$ cat src/rtl/pc_fetch_unit.sv
// ----------------------------------------------------------------------------
// pc_fetch_unit
//
// Instruction fetch and next-PC sequencer for a single-cycle MIPS datapath.
// Holds a loadable instruction memory and presents the current instruction and
// its PC to the opcode decoder. The decoder's Branch/jump outputs and the ALU
// zero flag are consumed in the same cycle to select the next PC.
//
// Parameters
//   IMEM_DEPTH  instruction memory depth in 32-bit words (power of two, >= 2)
//   RESET_PC    first fetch address after start (word aligned)
//
// Ports
//   clk, rst                 clock, synchronous active-high reset
//   load_en/addr/data        program load, honoured in IDLE or HALT only
//   start                    begin execution, honoured in IDLE or HALT only
//   stall                    freeze fetch for this cycle, honoured in RUN only
//   branch, branch_ne, jump  decoder feedback for the current instruction
//   zero                     ALU zero flag for the current instruction
//   instr_out, pc_out        current instruction and its address (registered)
//   opcode, pc_plus4         combinational views of instr_out / pc_out
//   valid, halted            state == RUN / state == HALT
//   fault                    sticky out-of-range fetch flag
//   instr_count              instructions fetched since start, saturating
// ----------------------------------------------------------------------------
module pc_fetch_unit #(
    parameter int          IMEM_DEPTH = 64,
    parameter logic [31:0] RESET_PC   = 32'h0000_0000
) (
    input  logic                          clk,
    input  logic                          rst,
    input  logic                          load_en,
    input  logic [$clog2(IMEM_DEPTH)-1:0] load_addr,
    input  logic [31:0]                   load_data,
    input  logic                          start,
    input  logic                          stall,
    input  logic                          branch,
    input  logic                          branch_ne,
    input  logic                          jump,
    input  logic                          zero,
    output logic [31:0]                   instr_out,
    output logic [5:0]                    opcode,
    output logic [31:0]                   pc_out,
    output logic [31:0]                   pc_plus4,
    output logic                          valid,
    output logic                          halted,
    output logic                          fault,
    output logic [15:0]                   instr_count
);

    localparam int            AW        = $clog2(IMEM_DEPTH);
    localparam logic [AW-1:0] START_IDX = RESET_PC[AW+1:2];
    localparam logic [31:0]   HALT_WORD = 32'hFFFF_FFFF;

    typedef enum logic [1:0] {
        IDLE = 2'd0,
        RUN  = 2'd1,
        HALT = 2'd2
    } state_t;

    state_t      state_q;
    logic [31:0] pc_q;
    logic [31:0] instr_q;
    logic        fault_q;
    logic [15:0] count_q;

    logic [31:0] imem_q [IMEM_DEPTH];

    logic [31:0] pc_plus4_d;
    logic [31:0] br_off_d;
    logic [31:0] pc_d;
    logic [31:0] start_word_d;
    logic        take_branch_d;
    logic        out_of_range_d;
    logic        load_ok_d;

    assign pc_plus4_d = pc_q + 32'd4;

    // Word offset sign-extended and shifted to a byte offset.
    assign br_off_d      = {{14{instr_q[15]}}, instr_q[15:0], 2'b00};
    assign take_branch_d = branch & (zero ^ branch_ne);

    always_comb begin
        pc_d = pc_plus4_d;
        if (jump) begin
            pc_d = {pc_plus4_d[31:28], instr_q[25:0], 2'b00};
        end else if (take_branch_d) begin
            pc_d = pc_plus4_d + br_off_d;
        end
    end

    assign out_of_range_d = (pc_d[31:2] >= 30'(IMEM_DEPTH));

    // Loads are only accepted while not fetching; reset blocks them too.
    assign load_ok_d = !rst && load_en && (state_q != RUN);

    // A load landing on the start word in the start cycle is seen by that fetch.
    assign start_word_d = (load_en && (load_addr == START_IDX)) ? load_data
                                                                : imem_q[START_IDX];

    // Instruction memory: contents survive reset.
    always_ff @(posedge clk) begin
        if (load_ok_d) begin
            imem_q[load_addr] <= load_data;
        end
    end

    always_ff @(posedge clk) begin
        if (rst) begin
            state_q <= IDLE;
            pc_q    <= RESET_PC;
            instr_q <= 32'd0;
            fault_q <= 1'b0;
            count_q <= 16'd0;
        end else begin
            case (state_q)
                IDLE, HALT: begin
                    if (start) begin
                        state_q <= RUN;
                        pc_q    <= RESET_PC;
                        instr_q <= start_word_d;
                        fault_q <= 1'b0;
                        count_q <= 16'd1;
                    end
                end
                RUN: begin
                    // A stall holds everything, including the pending halt check.
                    if (!stall) begin
                        if (instr_q == HALT_WORD) begin
                            state_q <= HALT;
                        end else if (out_of_range_d) begin
                            state_q <= HALT;
                            fault_q <= 1'b1;
                            pc_q    <= pc_d;
                            instr_q <= 32'd0;
                        end else begin
                            pc_q    <= pc_d;
                            instr_q <= imem_q[pc_d[AW+1:2]];
                            if (count_q != 16'hFFFF) begin
                                count_q <= count_q + 16'd1;
                            end
                        end
                    end
                end
                default: state_q <= IDLE;
            endcase
        end
    end

    assign instr_out   = instr_q;
    assign opcode      = instr_q[31:26];
    assign pc_out      = pc_q;
    assign pc_plus4    = pc_plus4_d;
    assign valid       = (state_q == RUN);
    assign halted      = (state_q == HALT);
    assign fault       = fault_q;
    assign instr_count = count_q;

endmodule

$ cat config.mk
export PLATFORM = sky130hd
export DESIGN_NAME = pc_fetch_unit
export DESIGN_NICKNAME = d
export VERILOG_FILES = /design/src/rtl/pc_fetch_unit.sv
export SDC_FILE = /design/constraint.sdc
export NUM_CORES = 2
export LEC_CHECK = 0
export CAP_MARGIN = 20
export CORE_ASPECT_RATIO = 1.75
export CORE_MARGIN = 3
export CORE_UTILIZATION = 60
export DETAILED_ROUTE_END_ITERATION = 16
export PLACE_DENSITY = 0.81
export SLEW_MARGIN = 20
export SYNTH_ARGS = -nofsm -noshare
export SYNTH_HDL_FRONTEND = slang
export SYNTH_SLANG_ARGS = --single-unit
$ cat constraint.sdc
create_clock -name clk -period 10.1 [get_ports clk]
set_clock_uncertainty 0.15 [all_clocks]
set_input_delay 3.03 -clock clk [delete_from_list [all_inputs] [get_ports clk]]
set_output_delay 3.03 -clock clk [all_outputs]
set_load 0.05 [all_outputs]
==> metrics.txt <==
FF-to-FF setup slack 2200 ps; clk sinks 2129; clk buf depth 3; worst slew pin tran 1295 ps; htree depth 4; critical path type reg -> reg; DR vias/cell 6.945; Synth Instances 7055; post-layout util 67.38%; Yosys cell types 90; max cap viols 0; Max Clk Rate 126.5 MHz; critical path data arrival time 8480 ps; setup_tns 0 ps; post-DP HPWL 153.0 mm; Synth Area in Adders 0.5470%; placed inst area 0.09254 sq mm; leading area contributor after synthesis edfxtp_1; Post-Synth XOR/XNOR Area 0.3160%; Hold-fix buffers, CTS 0; non-filler cells, final 9097; status complete, but fails checks; layout cells sized above 1 8.091%; Cell Chain, Critical Path nand4_2 -> nor4_4 -> nand4_1 -> xnor2_1 -> ha_1 -> nand2_1 -> nor4_2 -> o211ai_1 -> nand2_1 -> a2111oi_0 -> buf_4 -> a311o_1 -> a21oi_1 -> and4_1 -> nand3_2 -> buf_4 -> o32a_1 -> a211oi_1; gpl congestion 0.9871; Max-slew headroom 12.90%; Netlist Area Pre-Place 0.08830 sq mm; Die W 296.0 um; ys flop type edfxtp_1; dpl cells 8778; final instance area 0.09810 sq mm; core area 0.1456 sq mm; CP Buf/Inv Count 2; height of the die 513.5 um; CP delay by family, top simple AND/OR/NAND/NOR gates; gr usage total 35.51%; Remaining DRCs 4; VDD IR-drop max 0.0001434 V; vias in the first global route 60790; DR WL met3 37.42 mm; async set-reset flop share out of synthesis 0%; CTS tree built; share of the synthesized area in the top cell type 69.65%; fin. max-slew vios 0; number of synthesized flops with an enable pin 2048; main combinational cell family by area after synthesis simple AND/OR/NAND/NOR gates; Yosys Warn Count 0; crit start category register; TritonCTS buffer count 171; Yosys reg bits 2129; # rows 185; WL met2 128.1 mm; WL/cell 30.05 um; Area growth syn-to-layout 11.10%; Area contributors post-synth edfxtp_1 70%, nand2_1 9.1%, a311oi_1 4.4%; worst hold path class reg -> reg; critical path endpoint category register; drt total wl 273.4 mm; post-route antenna net violation count 0; num ports 168; worst skew pair latency 830 ps; violations in the final reports DRC; initial drt markers 9285; routed via count 63180; total die area 0.1520 sq mm; clk root buf clkbuf_16; antenna violations before repair 19; Initial Util 60.65%; fin nets 7167; Final setup viols 0; Crit-path slowest cell xnor2_1; PwrDens 189.8 mW/mm^2; first-pass GRT wire length 393.3 mm; PortBufs 163; compound-cell area share of the yosys netlist 7.968%; endpoints failing hold 0; largest net degree at the start of global routing 150; fraction of the cycle the final worst path needs 78.25%; multiplexer area fraction after synthesis 0.3656%; met1 WL 84.02 mm; Pleak 33.38 nW; GR Overflow Total 0; Crit path required time 10680 ps; register area share after synthesis 71.49%; crit-path max cell delay 710 ps; worst-path maximum fanout 13; router iterations before antenna repair 14; post-CTS resize count 0; Clock Pin Slew Worst Setup and Hold Paths 70 ps; simple-gate share of the synthesized area 16.87%; Post-CTS Repair Setup Buffers 0; top routing layer used met5; unrepaired setup endpoints after global routing no; Syn Area/Cell 12.52 sq um; min cycle time layout 7903 ps
==> Yosys cell counts, types with 18 or more instances <==
library cell  number
nor3_1            84
a21oi_1          101
nand2_1         2138
edfxtp_1        2048
a22oi_1           21
buf_2             71
a211oi_1          25
o21ai_0           38
buf_1             42
nand4_1           43
mux2i_1           21
a311o_1           78
or3_1             18
and3_1           264
dfxtp_1           81
a31oi_1           19
a311oi_1         441
nand3_1          566
nor4_1            29
clkbuf_1         393
ha_1              37
nor2_1           194
inv_1             23
==> state kept, by name, indices dropped and copies added, names as in the netlist <==
signal / cells
imem_q: 2048
state_q: 2
instr_count: 16
instr_out: 32
fault: 1
pc_out: 30
==> through the flow <==
step | hold WS [ps] | total power [mW] | setup WS (ps)
finish | 342.3 | 18.62 | 2197
global route | 361.1 | 19.06 | 1953
CTS | 339.4 | 18.55 | 2405
detailed placement | 322.3 | 12.07 | 1848
global placement | 303.0 | 12.01 | 1851
floorplan | 364.0 | 11.22 | 2212
==> power breakdown <==
group          switching [mW]  total (mW)  internal, mW
registers              0.0486        9.75          9.70
logic                    1.60        2.22         0.617
clock network            3.07        6.66          3.59
==> worst paths after layout <==
check,from,endpoint,cells after the start
worst max-delay path,pc_out[8],instr_out[21],18
worst min-delay path,fault,fault,2
worst max register to register,pc_out[8],instr_out[21],18
worst min register to register,fault,fault,2
==> area by class of cell <==
class	count	area [sq um]
flip-flops and latches	2129	63120
fillers	9385	47500
multi-input cells	4389	23640
clock buffers	221	4591
repair buffers	368	3403
well taps	1870	2340
clock inverters	88	889.6
inverters	23	86.33
diodes	9	22.52
==> worst reg2reg max path, cell delays in order (launching register included) <==
cell and delay (ps):
dfxtp_1 540, nand4_2 290, nor4_4 460, nand4_1 180, xnor2_1 710, ha_1 590, nand2_1 280, nor4_2 650
o211ai_1 630, nand2_1 360, a2111oi_0 150, buf_4 170, a311o_1 320, a21oi_1 170, and4_1 420, nand3_2 560
buf_4 500, o32a_1 390, a211oi_1 280
==> layout by cell type (no fill, tap or decap), types with 21 or more instances in the layout <==
master and instances:
clkbuf_16 174, ha_1 37, buf_2 29, a22oi_1 21
clkbuf_1 41, nand4_1 43, nor2_1 131, clkdlybuf4s50_1 130
buf_12 31, o21ai_0 38, nor2_4 63, clkinv_2 24
and3_1 263, nand2_1 2138, nand3_1 565, edfxtp_1 2048
inv_1 23, a311o_1 78, dfxtp_1 81, nor3_1 84
a311oi_1 440, buf_4 178, a21oi_1 101, a211oi_1 25
nor4_1 27, clkinv_1 33
==> logic make-up (layout without fill, tap and decap cells) <==
logic type	after synthesis	after routing
XOR/XNOR	31	31
adder cells (fa/ha/maj)	38	38
other	1	13
flip-flops	2129	2129
AND/OR/NAND/NOR	3422	3422
buffers and inverters	540	700
multiplexers	27	27
AO/OA/AOI/OAI	867	867
==> metal layers <==
layer | global-route usage [%] | up-vias
met2 | 55.63 | 5247
met3 | 8.983 | 1244
met1 | 42.44 | 30300
li1 | - | 26370
met5 | 0 | -
met4 | 26.63 | 14
(Power assumes the default switching activity.)
